--- src/rtl/iob_cache_pkg.sv ---
// Shared cache definitions: line fill buffer state encoding and the helpers
// that derive beat-index and line widths from the cache geometry.
package iob_cache_pkg;

  typedef enum logic [1:0] {
    IDLE   = 2'd0,
    FILL   = 2'd1,
    COMMIT = 2'd2
  } lfb_state_e;

  // Width of a beat index within one line.
  function automatic int unsigned calc_line2mem_w(input int unsigned word_off_w,
                                                  input int unsigned be_data_w,
                                                  input int unsigned fe_data_w);
    return word_off_w - $clog2(be_data_w / fe_data_w);
  endfunction

  // Width of one full cache line in bits.
  function automatic int unsigned calc_line_w(input int unsigned fe_data_w,
                                              input int unsigned word_off_w);
    return fe_data_w * (32'd1 << word_off_w);
  endfunction

endpackage

--- src/rtl/line_fill_buffer_if.sv ---
// Line fill buffer bus: refill request and read-beat channel in, line write
// and critical-word forward out.
//   slave  : the line fill buffer side
//   master : the refill engine / cache controller side
interface line_fill_buffer_if
  import iob_cache_pkg::*;
#(
  parameter int unsigned FE_ADDR_W  = 32,
  parameter int unsigned FE_DATA_W  = 32,
  parameter int unsigned BE_DATA_W  = 32,
  parameter int unsigned WORD_OFF_W = 3
);
  localparam int unsigned BE_BYTE_W  = $clog2(BE_DATA_W / 8);
  localparam int unsigned LINE2MEM_W = calc_line2mem_w(WORD_OFF_W, BE_DATA_W, FE_DATA_W);
  localparam int unsigned LINE_W     = calc_line_w(FE_DATA_W, WORD_OFF_W);
  localparam int unsigned ADDR_LO    = BE_BYTE_W + LINE2MEM_W;

  logic                         replace;
  logic [FE_ADDR_W-1:ADDR_LO]   fill_addr;
  logic [WORD_OFF_W-1:0]        fill_word_off;
  logic                         read_valid;
  logic [LINE2MEM_W-1:0]        read_addr;
  logic [BE_DATA_W-1:0]         read_rdata;
  logic                         line_we;
  logic [FE_ADDR_W-1:ADDR_LO]   line_addr;
  logic [LINE_W-1:0]            line_wdata;
  logic                         fill_err;
  logic                         fwd_valid;
  logic [FE_DATA_W-1:0]         fwd_rdata;

  modport slave (
    input  replace, fill_addr, fill_word_off, read_valid, read_addr, read_rdata,
    output line_we, line_addr, line_wdata, fill_err, fwd_valid, fwd_rdata
  );

  modport master (
    output replace, fill_addr, fill_word_off, read_valid, read_addr, read_rdata,
    input  line_we, line_addr, line_wdata, fill_err, fwd_valid, fwd_rdata
  );

endinterface

--- src/rtl/line_fill_buffer.sv ---
// Line fill buffer: collects backend read beats of a cache refill into a
// line register and writes the whole line to the data memory once every beat
// has arrived. An incomplete refill is discarded with a fill_err pulse.
// Optional critical-word forwarding is enabled by defining CACHE_FILL_FWD_EN.
// Ports:
//   clk   : clock
//   reset : synchronous active-high reset
//   bus   : line_fill_buffer_if.slave (replace/fill_addr/fill_word_off,
//           read_valid/read_addr/read_rdata in; line_we/line_addr/line_wdata,
//           fill_err, fwd_valid/fwd_rdata out)
module line_fill_buffer
  import iob_cache_pkg::*;
#(
  parameter int unsigned FE_ADDR_W  = 32,
  parameter int unsigned FE_DATA_W  = 32,
  parameter int unsigned BE_DATA_W  = 32,
  parameter int unsigned WORD_OFF_W = 3
) (
  input  logic               clk,
  input  logic               reset,
  line_fill_buffer_if.slave  bus
);
  localparam int unsigned BE_BYTE_W  = $clog2(BE_DATA_W / 8);
  localparam int unsigned LINE2MEM_W = calc_line2mem_w(WORD_OFF_W, BE_DATA_W, FE_DATA_W);
  localparam int unsigned LINE_W     = calc_line_w(FE_DATA_W, WORD_OFF_W);
  localparam int unsigned ADDR_LO    = BE_BYTE_W + LINE2MEM_W;
  localparam int unsigned BEATS      = 32'd1 << LINE2MEM_W;

  lfb_state_e                 state_q;
  logic [BEATS-1:0]           bitmap_q;
  logic [BEATS-1:0]           bitmap_d;
  logic [LINE_W-1:0]          line_q;
  logic [FE_ADDR_W-1:ADDR_LO] line_addr_q;
  logic                       line_we_q;
  logic                       fill_err_q;

  // Bitmap including a beat arriving this cycle, so a beat coinciding with
  // the fall of replace counts toward completeness.
  always_comb begin
    bitmap_d = bitmap_q;
    if (state_q == FILL && bus.read_valid) begin
      bitmap_d[bus.read_addr] = 1'b1;
    end
  end

  // Refill FSM, beat storage and line write strobe.
  always_ff @(posedge clk) begin
    if (reset) begin
      state_q     <= IDLE;
      bitmap_q    <= '0;
      line_q      <= '0;
      line_addr_q <= '0;
      line_we_q   <= 1'b0;
      fill_err_q  <= 1'b0;
    end else begin
      line_we_q  <= 1'b0;
      fill_err_q <= 1'b0;
      case (state_q)
        IDLE: begin
          if (bus.replace) begin
            line_addr_q <= bus.fill_addr;
            bitmap_q    <= '0;
            state_q     <= FILL;
          end
        end
        FILL: begin
          if (bus.read_valid) begin
            line_q[BE_DATA_W*bus.read_addr +: BE_DATA_W] <= bus.read_rdata;
          end
          bitmap_q <= bitmap_d;
          if (!bus.replace) begin
            if (&bitmap_d) begin
              state_q   <= COMMIT;
              line_we_q <= 1'b1;
            end else begin
              state_q    <= IDLE;
              fill_err_q <= 1'b1;
            end
          end
        end
        COMMIT: begin
          state_q <= IDLE;
        end
        default: begin
          state_q <= IDLE;
        end
      endcase
    end
  end

  assign bus.line_we    = line_we_q;
  assign bus.line_addr  = line_addr_q;
  assign bus.line_wdata = line_q;
  assign bus.fill_err   = fill_err_q;

`ifdef CACHE_FILL_FWD_EN
  localparam int unsigned BEAT_SEL_W = WORD_OFF_W - LINE2MEM_W;

  logic [WORD_OFF_W-1:0] word_off_q;
  logic                  fwd_done_q;
  logic                  fwd_valid_q;
  logic [FE_DATA_W-1:0]  fwd_rdata_q;
  logic [LINE2MEM_W-1:0] crit_beat_c;
  logic [WORD_OFF_W-1:0] crit_sub_c;
  logic [FE_DATA_W-1:0]  crit_word_c;

  // Split the critical word offset into beat index and word-within-beat.
  always_comb begin
    crit_beat_c = LINE2MEM_W'(word_off_q >> BEAT_SEL_W);
    crit_sub_c  = word_off_q & WORD_OFF_W'(BE_DATA_W / FE_DATA_W - 1);
    crit_word_c = bus.read_rdata[FE_DATA_W*crit_sub_c +: FE_DATA_W];
  end

  // One forward pulse per refill; fwd_done_q blocks re-pulsing on a retry.
  always_ff @(posedge clk) begin
    if (reset) begin
      word_off_q  <= '0;
      fwd_done_q  <= 1'b0;
      fwd_valid_q <= 1'b0;
      fwd_rdata_q <= '0;
    end else begin
      fwd_valid_q <= 1'b0;
      if (state_q == IDLE && bus.replace) begin
        word_off_q <= bus.fill_word_off;
        fwd_done_q <= 1'b0;
      end else if (state_q == FILL && bus.read_valid && !fwd_done_q &&
                   bus.read_addr == crit_beat_c) begin
        fwd_valid_q <= 1'b1;
        fwd_rdata_q <= crit_word_c;
        fwd_done_q  <= 1'b1;
      end
    end
  end

  assign bus.fwd_valid = fwd_valid_q;
  assign bus.fwd_rdata = fwd_rdata_q;
`else
  logic unused_fwd;
  assign unused_fwd    = ^bus.fill_word_off;
  assign bus.fwd_valid = 1'b0;
  assign bus.fwd_rdata = '0;
`endif

endmodule

--- src/flat_wrapper.sv ---
// flat-port wrapper written by rule: the top's interface ports become plain ports
module line_fill_buffer_flat import iob_cache_pkg::*;
#(
  parameter int unsigned FE_ADDR_W  = 32,
  parameter int unsigned FE_DATA_W  = 32,
  parameter int unsigned BE_DATA_W  = 32,
  parameter int unsigned WORD_OFF_W = 3
)
  (clk, reset, bus_replace, bus_fill_addr, bus_fill_word_off, bus_read_valid, bus_read_addr, bus_read_rdata, bus_line_we, bus_line_addr, bus_line_wdata, bus_fill_err, bus_fwd_valid, bus_fwd_rdata);
  line_fill_buffer_if #(.FE_ADDR_W(FE_ADDR_W), .FE_DATA_W(FE_DATA_W), .BE_DATA_W(BE_DATA_W), .WORD_OFF_W(WORD_OFF_W)) bus_i ();
  input  logic clk;
  input  logic reset;
  input wire logic [$bits(bus_i.replace)-1:0] bus_replace;
  input wire logic [$bits(bus_i.fill_addr)-1:0] bus_fill_addr;
  input wire logic [$bits(bus_i.fill_word_off)-1:0] bus_fill_word_off;
  input wire logic [$bits(bus_i.read_valid)-1:0] bus_read_valid;
  input wire logic [$bits(bus_i.read_addr)-1:0] bus_read_addr;
  input wire logic [$bits(bus_i.read_rdata)-1:0] bus_read_rdata;
  output wire logic [$bits(bus_i.line_we)-1:0] bus_line_we;
  output wire logic [$bits(bus_i.line_addr)-1:0] bus_line_addr;
  output wire logic [$bits(bus_i.line_wdata)-1:0] bus_line_wdata;
  output wire logic [$bits(bus_i.fill_err)-1:0] bus_fill_err;
  output wire logic [$bits(bus_i.fwd_valid)-1:0] bus_fwd_valid;
  output wire logic [$bits(bus_i.fwd_rdata)-1:0] bus_fwd_rdata;
  assign bus_i.replace = bus_replace;
  assign bus_i.fill_addr = bus_fill_addr;
  assign bus_i.fill_word_off = bus_fill_word_off;
  assign bus_i.read_valid = bus_read_valid;
  assign bus_i.read_addr = bus_read_addr;
  assign bus_i.read_rdata = bus_read_rdata;
  assign bus_line_we = bus_i.line_we;
  assign bus_line_addr = bus_i.line_addr;
  assign bus_line_wdata = bus_i.line_wdata;
  assign bus_fill_err = bus_i.fill_err;
  assign bus_fwd_valid = bus_i.fwd_valid;
  assign bus_fwd_rdata = bus_i.fwd_rdata;
  line_fill_buffer #(.FE_ADDR_W(FE_ADDR_W), .FE_DATA_W(FE_DATA_W), .BE_DATA_W(BE_DATA_W), .WORD_OFF_W(WORD_OFF_W)) u_core (.clk(clk), .reset(reset), .bus(bus_i));
endmodule
--- config.mk ---
export PLATFORM = sky130hd
export DESIGN_NAME = line_fill_buffer_flat
export DESIGN_NICKNAME = d
export VERILOG_FILES = /design/src/rtl/iob_cache_pkg.sv /design/src/rtl/line_fill_buffer_if.sv /design/src/rtl/line_fill_buffer.sv /design/src/flat_wrapper.sv
export SDC_FILE = /design/constraint.sdc
export NUM_CORES = 1
export LEC_CHECK = 0
export CAP_MARGIN = 10
export CORE_MARGIN = 2
export CORE_UTILIZATION = 25
export CTS_CLUSTER_DIAMETER = 80
export DETAILED_ROUTE_END_ITERATION = 10
export PLACE_DENSITY = 0.46
export SLEW_MARGIN = 40
export SYNTH_ARGS = -nofsm -noshare
export SYNTH_HDL_FRONTEND = slang
export SYNTH_SLANG_ARGS = --single-unit
--- constraint.sdc ---
create_clock -name clk -period 6.48 [get_ports clk]
set_clock_uncertainty 0.15 [all_clocks]
set_input_delay 0.972 -clock clk [delete_from_list [all_inputs] [get_ports clk]]
set_output_delay 0.972 -clock clk [all_outputs]
set_load 0.005 [all_outputs]
Word level (Yosys, flattened, before mapping). Cells that the tools add are included.

Equality and inequality tests: 3. Mux-type cells: 12. Bitwise operators: 2. $lt $le $gt $ge: 2. Shifts and indexed selects: 2. Reduce and logical (&&, ||, !) cells: 10. Add/subtract/negate cells: 1.

Operator list (count): $bwmux W256 (1); $shift A32 B34 Y256 const A (1); $shiftx A32 B34 Y256 (1); $neg A8 Y34 (1); $mux W8 (2); $pmux W8 S2 (1); $or A8 B8 Y8 (1); $reduce_and A2 Y1 (4); $reduce_and A8 Y1 (1); $mux W2 (3); $lt A3 B4 Y1 const B (1); $ne A2 B2 Y1 const B (2); $pmux W2 S2 (1); $demux W1 S3 (1); $ge A3 B1 Y1 const B (1); $mux W1 (3); $reduce_or A3 Y1 (1); $eq A2 B1 Y1 const B (1); $logic_and A1 B1 Y1 (2); $logic_not A2 Y1 (1); $reduce_bool A2 Y1 (1); $not A1 Y1 (1).

Word-level logic and storage cells: 38. Input bits: 69. Register bits after elaboration: 295. Output and inout port bits: 318.

Logic depth before layout (Yosys ltp). Gate-level depths: netlist of run 1.

Depth in word-level cells: 10. Depth in mapped cells: 10. Mapped depth without buffers: 7.

Worst setup path before layout of run 1. OpenSTA, ideal clock, no wires.

Kind: input port to flip-flop. Start point: input bus_read_addr[1]. End point: register u_core.line_q[130] (netlist: u_core.bus.line_wdata[130]). Cell stages on the path: 9. Required time: 6202 ps. Path buffers: 2. Path slack: 3592 ps. Library setup time: 128 ps. Arrival time: 2611 ps. Cell sequence: buf_6 > inv_1 > ha_1 > ha_1 > nand2b_1 > nor4b_4 > buf_6 > mux2i_1 > nor2_1.

Word-level cells in the longest chain between the ends: 3. Elaborated cells on any way between the ends: 4. Those cells by class: add/sub: 1; shift: 2; mux: 1.

RTL lines: start: declaration (line flat_wrapper.sv:17) `input wire logic [$bits(bus_i.read_addr)-1:0] bus_read_addr;`; $neg A8 Y34 * (line line_fill_buffer.sv:68) `line_q[BE_DATA_W*bus.read_addr +: BE_DATA_W] <= bus.read_rdata;`; $shiftx A32 B34 Y256 / $shift A32 B34 Y256 (equally long branches) (line line_fill_buffer.sv:68); $bwmux W256 * (line line_fill_buffer.sv:68); end signal: indexed assignment (line line_fill_buffer.sv:68); end: declaration (line line_fill_buffer.sv:32) `logic [LINE_W-1:0] line_q;`.

Mark *: on every way between the ends. The rest lies on a longest branch, timed or not. A chain may end at the register's enable or synchronous reset.

Final worst setup path of run 1.
Start point: input bus_read_addr[1]. End point: register u_core.line_q[18] (netlist: u_core.bus.line_wdata[18]).

The elaborated chain is that of the path after synthesis.

==> results of run 1 <==
[worst min-delay path, cell delays in order, from the launching register on]
cell and delay, ps:
dfxtp_1 300, nand2_1 50, a21oi_1 50
[kinds of logic (layout without fill, tap and decap cells)]
family / Yosys count / in the layout / synth area share
mux: 32 / 32 / 0.0276
simple gates: 743 / 743 / 0.265
fa+ha+maj: 6 / 6 / 0.00647
compound gates: 264 / 264 / 0.117
flops: 295 / 295 / 0.509
buf+inv: 150 / 442 / 0.0750
other cells: 1 / 33 / 0.000323
[layout by cell type, fill, tap and decap left out, types with 2 or more instances in the layout]
cell / instances
clkinv_2: 5
nand4_4: 2
dfxtp_1: 295
nand3_1: 5
nand4b_2: 2
nor2b_1: 2
a22oi_1: 7
nor2_1: 167
clkbuf_16: 39
nand2b_1: 36
and4_1: 4
and4b_1: 6
nand2_1: 506
clkdlybuf4s50_1: 349
bufinv_16: 2
ha_1: 6
a21oi_1: 252
buf_4: 18
clkbuf_8: 6
clkinv_8: 2
conb_1: 33
clkbuf_1: 12
inv_1: 4
a32oi_1: 3
mux2i_1: 32
nand4_1: 2
[through the flow]
stage	cell area [um^2]	utilization	total power [mW]
final	16600	0.364	4.21
after global routing	16600	0.364	4.37
after CTS	16500	0.363	4.28
after detailed placement	15300	0.336	2.16
after global placement	15300	0.335	2.15
after floorplan	11700	-	2.02
[sequential cells by signal, summed over array words and instances (netlist names)]
register               count
u_core.bus.line_wdata    256
u_core.bus.line_addr      27
u_core.bitmap_q            8
u_core.state_q             2
u_core.bus.fill_err        1
u_core.bus.line_we         1
[cell type report]
| cell class | count | area share |
|---|---|---|
| flip-flops and latches | 295 | 0.356 |
| inverters | 4 | 0.000906 |
| clock buffers | 57 | 0.0666 |
| well taps | 600 | 0.0453 |
| multi-input cells | 1078 | 0.300 |
| repair buffers | 370 | 0.223 |
| clock inverters | 11 | 0.00808 |
[per-layer routing]
layer | wire, um | track usage | part of all wire | up-vias
met5 | 0 | 0 | 0 | -
met4 | 1440 | 0.0703 | 0.032 | 0
met3 | 3340 | 0.0525 | 0.073 | 63
met2 | 21200 | 0.297 | 0.47 | 300
met1 | 19600 | 0.231 | 0.43 | 5101
li1 | - | - | - | 5318
[how the worst min path moves through the flow]
stage	from	end
2_1_floorplan	u_core.bus.line_addr[10]	u_core.bus.line_addr[10]
3_3_place_gp	u_core.bus.line_wdata[8]	u_core.bus.line_wdata[8]
3_5_place_dp	u_core.bus.line_addr[16]	u_core.bus.line_addr[16]
4_1_cts	u_core.bus.line_addr[16]	u_core.bus.line_addr[16]
5_1_grt	u_core.bus.line_addr[16]	u_core.bus.line_addr[16]
6_report	u_core.bus.line_addr[17]	u_core.bus.line_addr[17]
[report_power, final]
| group | total, mW | switching [mW] | leakage, nW | internal (mW) |
|---|---|---|---|---|
| clock network | 2.10 | 0.835 | 0.604 | 1.26 |
| registers | 1.83 | 0.00690 | 2.38 | 1.83 |
| logic | 0.278 | 0.184 | 2.65 | 0.0939 |
==> impl_metrics.tcl, run 1 <==
set metrics [dict create \
    status "complete, no violations" \
    drtPass1Iterations 4 \
    crit_top_cell "ha_1" \
    synthArstFlopShare 0 \
    rsz0062_at_grt "false" \
    yosysMostFrequentCell "nand2_1" \
    dieArea_um2 48100 \
    regToRegSetupSlack_ps 3880 \
    reg2reg_from "u_core.state_q[0]" \
    start_util 0.254 \
    grt_usage 0.184 \
    antenna_found_initial 1 \
    hold_class "register to register" \
    syn_area_um2 11600 \
    cts_tree "yes" \
    max_clock_freq_ghz 0.267 \
    required_ps 6790 \
    dp.cells 2346 \
    grt_pass1_vias 10400 \
    vias 10800 \
    grt_pass1_wl_mm 65.9 \
    finalCritPeriodShare 0.578 \
    slew_headroom 0.448 \
    reg2reg_to "u_core.bus.line_wdata[94]" \
    drt_iter0_drc 596 \
    path_delay_family "buffers and inverters" \
    reg2regPathDepth 5 \
    critPathSlowestCell "clkdlybuf4s50_1" \
    synth_warnings 0 \
    coreArea_um2 45600 \
    cts_setup_buffers 0 \
    drv_slew 0 \
    cellLeakagePower_nw 5.63 \
    cts_resized 0 \
    startpoint_type "input port" \
    clkLatencyLatePin_ps 550 \
    cpPeakStageDelay_ps 800 \
    setup_viol 0 \
    fin_cells 2415 \
    fin_ws_ps 2740 \
    cts_root_buf "clkbuf_16" \
    gp_congestion 0.782 \
    arrival_ps 4060 \
    ir_drop_v 0.000172 \
    area.sequential_um2 5910 \
    power.density_nw_per_um2 254 \
    drive_gt1_frac 0.0490 \
    synth-edff-count 0 \
    totalWireLength_mm 45.6 \
    drcViolationCount 0 \
    timing.critical_path.from "bus_read_addr[1]" \
    chipHeight_um 219 \
    ys_seq_elements 295 \
    cap_violations 0 \
    cp_max_fo 20 \
    place_hpwl_mm 30.7 \
    num_rows 78 \
    critical_path_class "input port to register" \
    die_x_um 219 \
    synth_cells 1491 \
    post_drt_wl_per_cell_um 18.9 \
    endpoint "u_core.bus.line_wdata[18]" \
    synth_seq_area_share 0.509 \
    ctsHtreeMaxLevel 2 \
    grt_overflow 0 \
    cts-buffers-inserted 38 \
    ys_top_cells_by_count "nand2_1, dfxtp_1, a21oi_1, nor2_1, clkbuf_1" \
    finalNetCount 1862 \
    yosysTopAreaCellShare 0.509 \
    cp_num_buf_inv 3 \
    diodes 0 \
    holdBufCountCts 0 \
    synth_top_area_cell "dfxtp_1" \
    min_period_ps 3740 \
    grt_max_degree 182 \
    area_growth_pct 42.9 \
    via_per_inst 4.46 \
    multi_input_area_um2 4970 \
    cts.clk_slew.worst_paths_ps 60 \
    cp_cell_sequence "clkdlybuf4s50_1, inv_1, ha_1, ha_1, nor2_1, and4_1, buf_4, nand2_1, a21oi_1" \
    cts_num_sinks 295 \
    synth.area.top_cells "dfxtp_1, nand2_1, a21oi_1, nor2_1, mux2i_1" \
    end_kind "register" \
    hold_violations 0 \
    hold-path-cell-count 2 \
    port_buffers 350 \
    fin_setup_tns_ps 0 \
    drtAntennaViolNets 0 \
    hold_slack_ps 300 \
    boundaryPins 387 \
    cts_buffer_depth 3 \
    syn_area_per_cell_um2 7.78 \
    dp_slack_ps 2090 \
    worst_pin_slew_ps 827 \
    synth-main-ff-cell "dfxtp_1" \
    ys_types 32 \
    n_fill_cell 4790 \
    crit_cells 9 \
]
Note: power is estimated with default switching activity, not from simulation.
==> inputs of run 2 (changes only) <==
PLACE_DENSITY = 0.48   (was 0.46)
clock period = 3 ns   (was 6.48 ns; I/O delays follow)
==> run 2 against run 1 <==
- via count fell by 0.58%
- worst hold slack got worse by 110 ps
- sequential power grew 120%
- setup slack worse by 2200 ps
- non-clock buffer count increased by 12
- flip-flop and latch count unchanged
- critical path depth stayed put
- count of clock-buffer cells in the layout down 4
- design area rose by 0.31%
==> impl_metrics.tcl, run 2 (synthesis results as in run 1) <==
set metrics [dict create \
    status "complete, no violations" \
    holdBufCountCts 0 \
    cts_root_buf "clkbuf_16" \
    drv_slew 0 \
    fin_setup_tns_ps 0 \
    cap_violations 0 \
    max_clock_freq_ghz 0.414 \
    timing.critical_path.from "bus_read_addr[0]" \
    num_rows 78 \
    dp.cells 2359 \
    vias 10700 \
    cts_setup_buffers 0 \
    cp_num_buf_inv 3 \
    arrival_ps 2650 \
    via_per_inst 4.43 \
    gp_congestion 0.777 \
    ctsHtreeMaxLevel 2 \
    route.met3.wl_mm 2.98 \
    cts-buffers-inserted 36 \
    coreArea_um2 45600 \
    start_util 0.254 \
    clkLatencyLatePin_ps 530 \
    totalWireLength_mm 44.9 \
    drive_gt1_frac 0.0533 \
    finalNetCount 1872 \
    grt_max_degree 98 \
    power_frac_clock 0.477 \
    cp_cell_sequence "clkdlybuf4s50_1, inv_1, ha_1, ha_1, nand2b_1, nor4b_4, buf_4, mux2i_1, nor2_1" \
    grt_usage 0.181 \
    cellLeakagePower_nw 5.66 \
    drtAntennaViolNets 0 \
    layout_commonest_cell "nand2_1" \
    highest_layer "met4" \
    cpPeakStageDelay_ps 510 \
    post_drt_wl_per_cell_um 18.6 \
    required_ps 3240 \
    fin_cells 2419 \
    grt_pass1_vias 10400 \
    crit_top_cell "ha_1" \
    internal_power_mw 6.62 \
    combPwrFrac 0.070 \
    port_buffers 350 \
    min_period_ps 2410 \
    drcViolationCount 0 \
    path_delay_family "buffers and inverters" \
    drt_iter0_drc 634 \
    worst_pin_slew_ps 704 \
    drtPass1Iterations 5 \
    reg2reg_from "u_core.state_q[0]" \
    power_frac_seq 0.454 \
    endpoint "u_core.bus.line_wdata[128]" \
    chipHeight_um 219 \
    place_hpwl_mm 30.6 \
    cts_resized 0 \
    fin_util 0.365 \
    area_growth_pct 43.4 \
    reg2regPathDepth 5 \
    slew_headroom 0.531 \
    drt-met1-wl_mm 19.1 \
    critPathSlowestCell "clkdlybuf4s50_1" \
    startpoint_type "input port" \
    final_cell_mix "nand2_1, clkdlybuf4s50_1, dfxtp_1" \
    cts_num_sinks 295 \
    hold_class "input port to register" \
    n_fill_cell 4770 \
    finalCritPeriodShare 0.805 \
    diodes 0 \
    p_switching_mw 2.12 \
    hold_violations 0 \
    rsz0062_at_grt "false" \
    grt_overflow 0 \
    switching_share 0.242 \
    hold-path-cell-count 2 \
    cts_buffer_depth 3 \
    largest_register_ffs 256 \
    setup_viol 0 \
    antenna_found_initial 0 \
    cp_max_fo 12 \
    ir_drop_v 0.000320 \
    hold_start "reset" \
    end_kind "register" \
    crit_cells 9 \
    regToRegSetupSlack_ps 1030 \
    dieArea_um2 48100 \
    grt_pass1_wl_mm 64.9 \
    power.density_nw_per_um2 525 \
    die_x_um 219 \
    cts_tree "yes" \
    boundaryPins 387 \
    wl_met2_mm 21.6 \
    reg2reg_to "u_core.bus.line_wdata[243]" \
    cts.clk_slew.worst_paths_ps 60 \
    critical_path_class "input port to register" \
]
==> run 2: changes by cell type in the layout (fill, tap and decap cells not counted), sizes merged <==
cell,before,now
buf,21,33
bufinv,2,0
clkbuf,57,53
clkinv,7,4
clkinvlp,1,2
==> run 2: worst register-to-register path, stage by stage (launching register included) <==
cell	delay, ps
dfxtp_1	420
and3b_1	520
and4b_1	320
buf_12	220
nand2_1	130
a21oi_1	130
==> run 2: power by group through the flow <==
stage / Sequential (mW) / Combinational, mW / Clock, mW
after floorplan: 4.05 / 0.316 / 0
after CTS: 3.96 / 0.622 / 4.31
after detailed placement: 4.05 / 0.619 / 0
final: 3.96 / 0.607 / 4.16
after global routing: 3.96 / 0.664 / 4.45
after global placement: 4.05 / 0.618 / 0
==> run 2: how the worst min path moves through the flow <==
| stage | to | slack [ps] |
|---|---|---|
| 3_5_place_dp | u_core.bus.line_wdata[212] | 300 |
| 4_1_cts | u_core.bus.line_wdata[227] | 180 |
| 2_1_floorplan | u_core.bus.line_addr[10] | 300 |
| 5_1_grt | u_core.bus.line_wdata[230] | 190 |
| 3_3_place_gp | u_core.bus.line_wdata[4] | 290 |
| 6_report | u_core.bus.line_wdata[230] | 190 |
==> run 2: cell type report <==
type,instances,area [um^2],share of cell area
multi-input combinational,1078,4940,0.297
sequential,295,5910,0.355
inverter,4,15.0,0.000903
tap,600,751,0.0452
clock inverter,7,46.3,0.00278
timing repair buffer,382,3900,0.235
clock buffer,53,1070,0.0641
==> run 2: per-layer routing <==
metal | vias to the layer above | GRT usage
li1 | 5327 | -
met2 | 317 | 0.307
met4 | 0 | 0.0646
met3 | 62 | 0.0449
met5 | - | 0
met1 | 5013 | 0.222
==> run 2: stage by stage <==
stage	instance area [um^2]	setup slack (ps)	hold WS (ps)	total power, mW
floorplan	11700	634	303	4.37
global placement	15500	103	291	4.67
detailed placement	15500	23.8	296	4.67
CTS	16600	597	179	8.89
global route	16600	438	193	9.07
finish	16600	586	189	8.73
==> inputs of run 3 (changes only) <==
PLACE_DENSITY = 0.46   (was 0.48)
clock period = 2.51 ns   (was 3 ns; I/O delays follow)
==> run 3 against run 2 <==
- design area rose by 2.7%
- non-clock buffer count rose by 29
- sequential power rose by 20%
- die area did not move
- via count rose by 1.5%
- worst hold slack got worse by 82 ps
- routed wire length rose by 1.6%
- total power rose by 25%
- setup slack got worse by 300 ps
- cell count rose by 1.5%
- critical path type unchanged
- highest routed layer unchanged
==> impl_metrics.tcl, run 3 (synthesis results as in run 1) <==
set metrics [dict create \
    status "complete, no violations" \
    startpoint_type "input port" \
    setup_viol 0 \
    min_period_ps 2230 \
    grt_max_degree 131 \
    port_buffers 350 \
    largest_register_ffs 256 \
    fin_setup_tns_ps 0 \
    cts_buffer_depth 3 \
    drcViolationCount 0 \
    reg2reg_from "u_core.state_q[0]" \
    fin_util 0.375 \
    grt_overflow 0 \
    drv_slew 0 \
    gp_congestion 0.794 \
    via_per_inst 4.43 \
    drt_iter0_drc 572 \
    place_hpwl_mm 31.5 \
    cts_resized 0 \
    slew_headroom 0.507 \
    drive_gt1_frac 0.0717 \
    rsz0062_at_grt "false" \
    dieArea_um2 48100 \
    arrival_ps 2490 \
    boundaryPins 387 \
    chipHeight_um 219 \
    cp_max_fo 12 \
    cts_root_buf "clkbuf_16" \
    clkLatencyLatePin_ps 550 \
    final_cell_mix "nand2_1, clkdlybuf4s50_1, dfxtp_1" \
    worst_pin_slew_ps 739 \
    cts-buffers-inserted 37 \
    drtPass1Iterations 5 \
    cts_num_sinks 295 \
    coreArea_um2 45600 \
    area.sequential_um2 5910 \
    hold_start "reset" \
    cts_setup_buffers 0 \
    end_kind "register" \
    num_rows 78 \
    totalWireLength_mm 45.7 \
    max_clock_freq_ghz 0.449 \
    power.density_nw_per_um2 641 \
    hold_class "input port to register" \
    antenna_found_initial 1 \
    critical_path_class "input port to register" \
    holdBufCountCts 0 \
    cts_tree "yes" \
    finalCritPeriodShare 0.887 \
    post_drt_wl_per_cell_um 18.6 \
    vias 10900 \
    grt_pass1_wl_mm 66.6 \
    drtAntennaViolNets 0 \
    regToRegSetupSlack_ps 530 \
    die_x_um 219 \
    grt_pass1_vias 10600 \
    start_util 0.254 \
    multi_input_area_um2 4940 \
    required_ps 2770 \
    timing.critical_path.from "bus_read_addr[0]" \
    cts.clk_slew.worst_paths_ps 60 \
    cellLeakagePower_nw 5.91 \
    layout_commonest_cell "nand2_1" \
    finalNetCount 1902 \
    ir_drop_v 0.000454 \
    n_fill_cell 4769 \
    ctsHtreeMaxLevel 2 \
    area_growth_pct 47.3 \
    grt_usage 0.185 \
    cap_violations 0 \
    hold_violations 0 \
]
-- run 3: worst paths after layout --
check | endpoint | cells after the start
worst max register to register | u_core.bus.line_wdata[243] | 5
worst max-delay path | u_core.bus.line_wdata[132] | 9
worst min register to register | u_core.bus.line_addr[10] | 2
worst min-delay path | u_core.state_q[0] | 2
-- run 3: worst max-delay path, cell delays in order --
cell and delay [ps]:
clkdlybuf4s50_1 480, inv_1 70, ha_1 210, ha_1 300
nand2b_1 110, nor4b_4 350, buf_4 320, mux2i_1 220
nor2_1 50
-- run 3: area by class of cell --
cell class	instances	area share
multi-input cells	1078	0.289
well taps	600	0.0439
flip-flops and latches	295	0.346
inverters	4	0.000879
repair buffers	411	0.247
clock buffers	54	0.0645
clock inverters	12	0.00864
diodes	1	0.000146
-- run 3: routing by layer --
metal  vias up  global-route usage  wire length [um]  share of wire
met5         -                   0                 0              0
met4         0              0.0516              1020          0.022
met3        60              0.0500              2940          0.064
met2       262               0.307             21600           0.47
met1      5163               0.234             20100           0.44
li1       5397                   -                 -              -
-- run 3: power by group --
part / internal, mW / switching [mW]
Sequential: 4.72 / 0.0181
Combinational: 0.300 / 0.478
Clock: 3.27 / 2.16
Total: 8.29 / 2.65
-- run 3: through the flow --
stage	instances	total power, mW	setup slack, ps	hold WS (ps)	cell area [um^2]
after floorplan	1523	5.22	217	303	11700
after global placement	2388	5.63	-236	292	15800
after detailed placement	2388	5.63	-300	296	15800
after CTS	2454	11.2	302	83.4	17100
after global routing	2454	11.4	172	107	17100
final	2455	10.9	285	106	17100
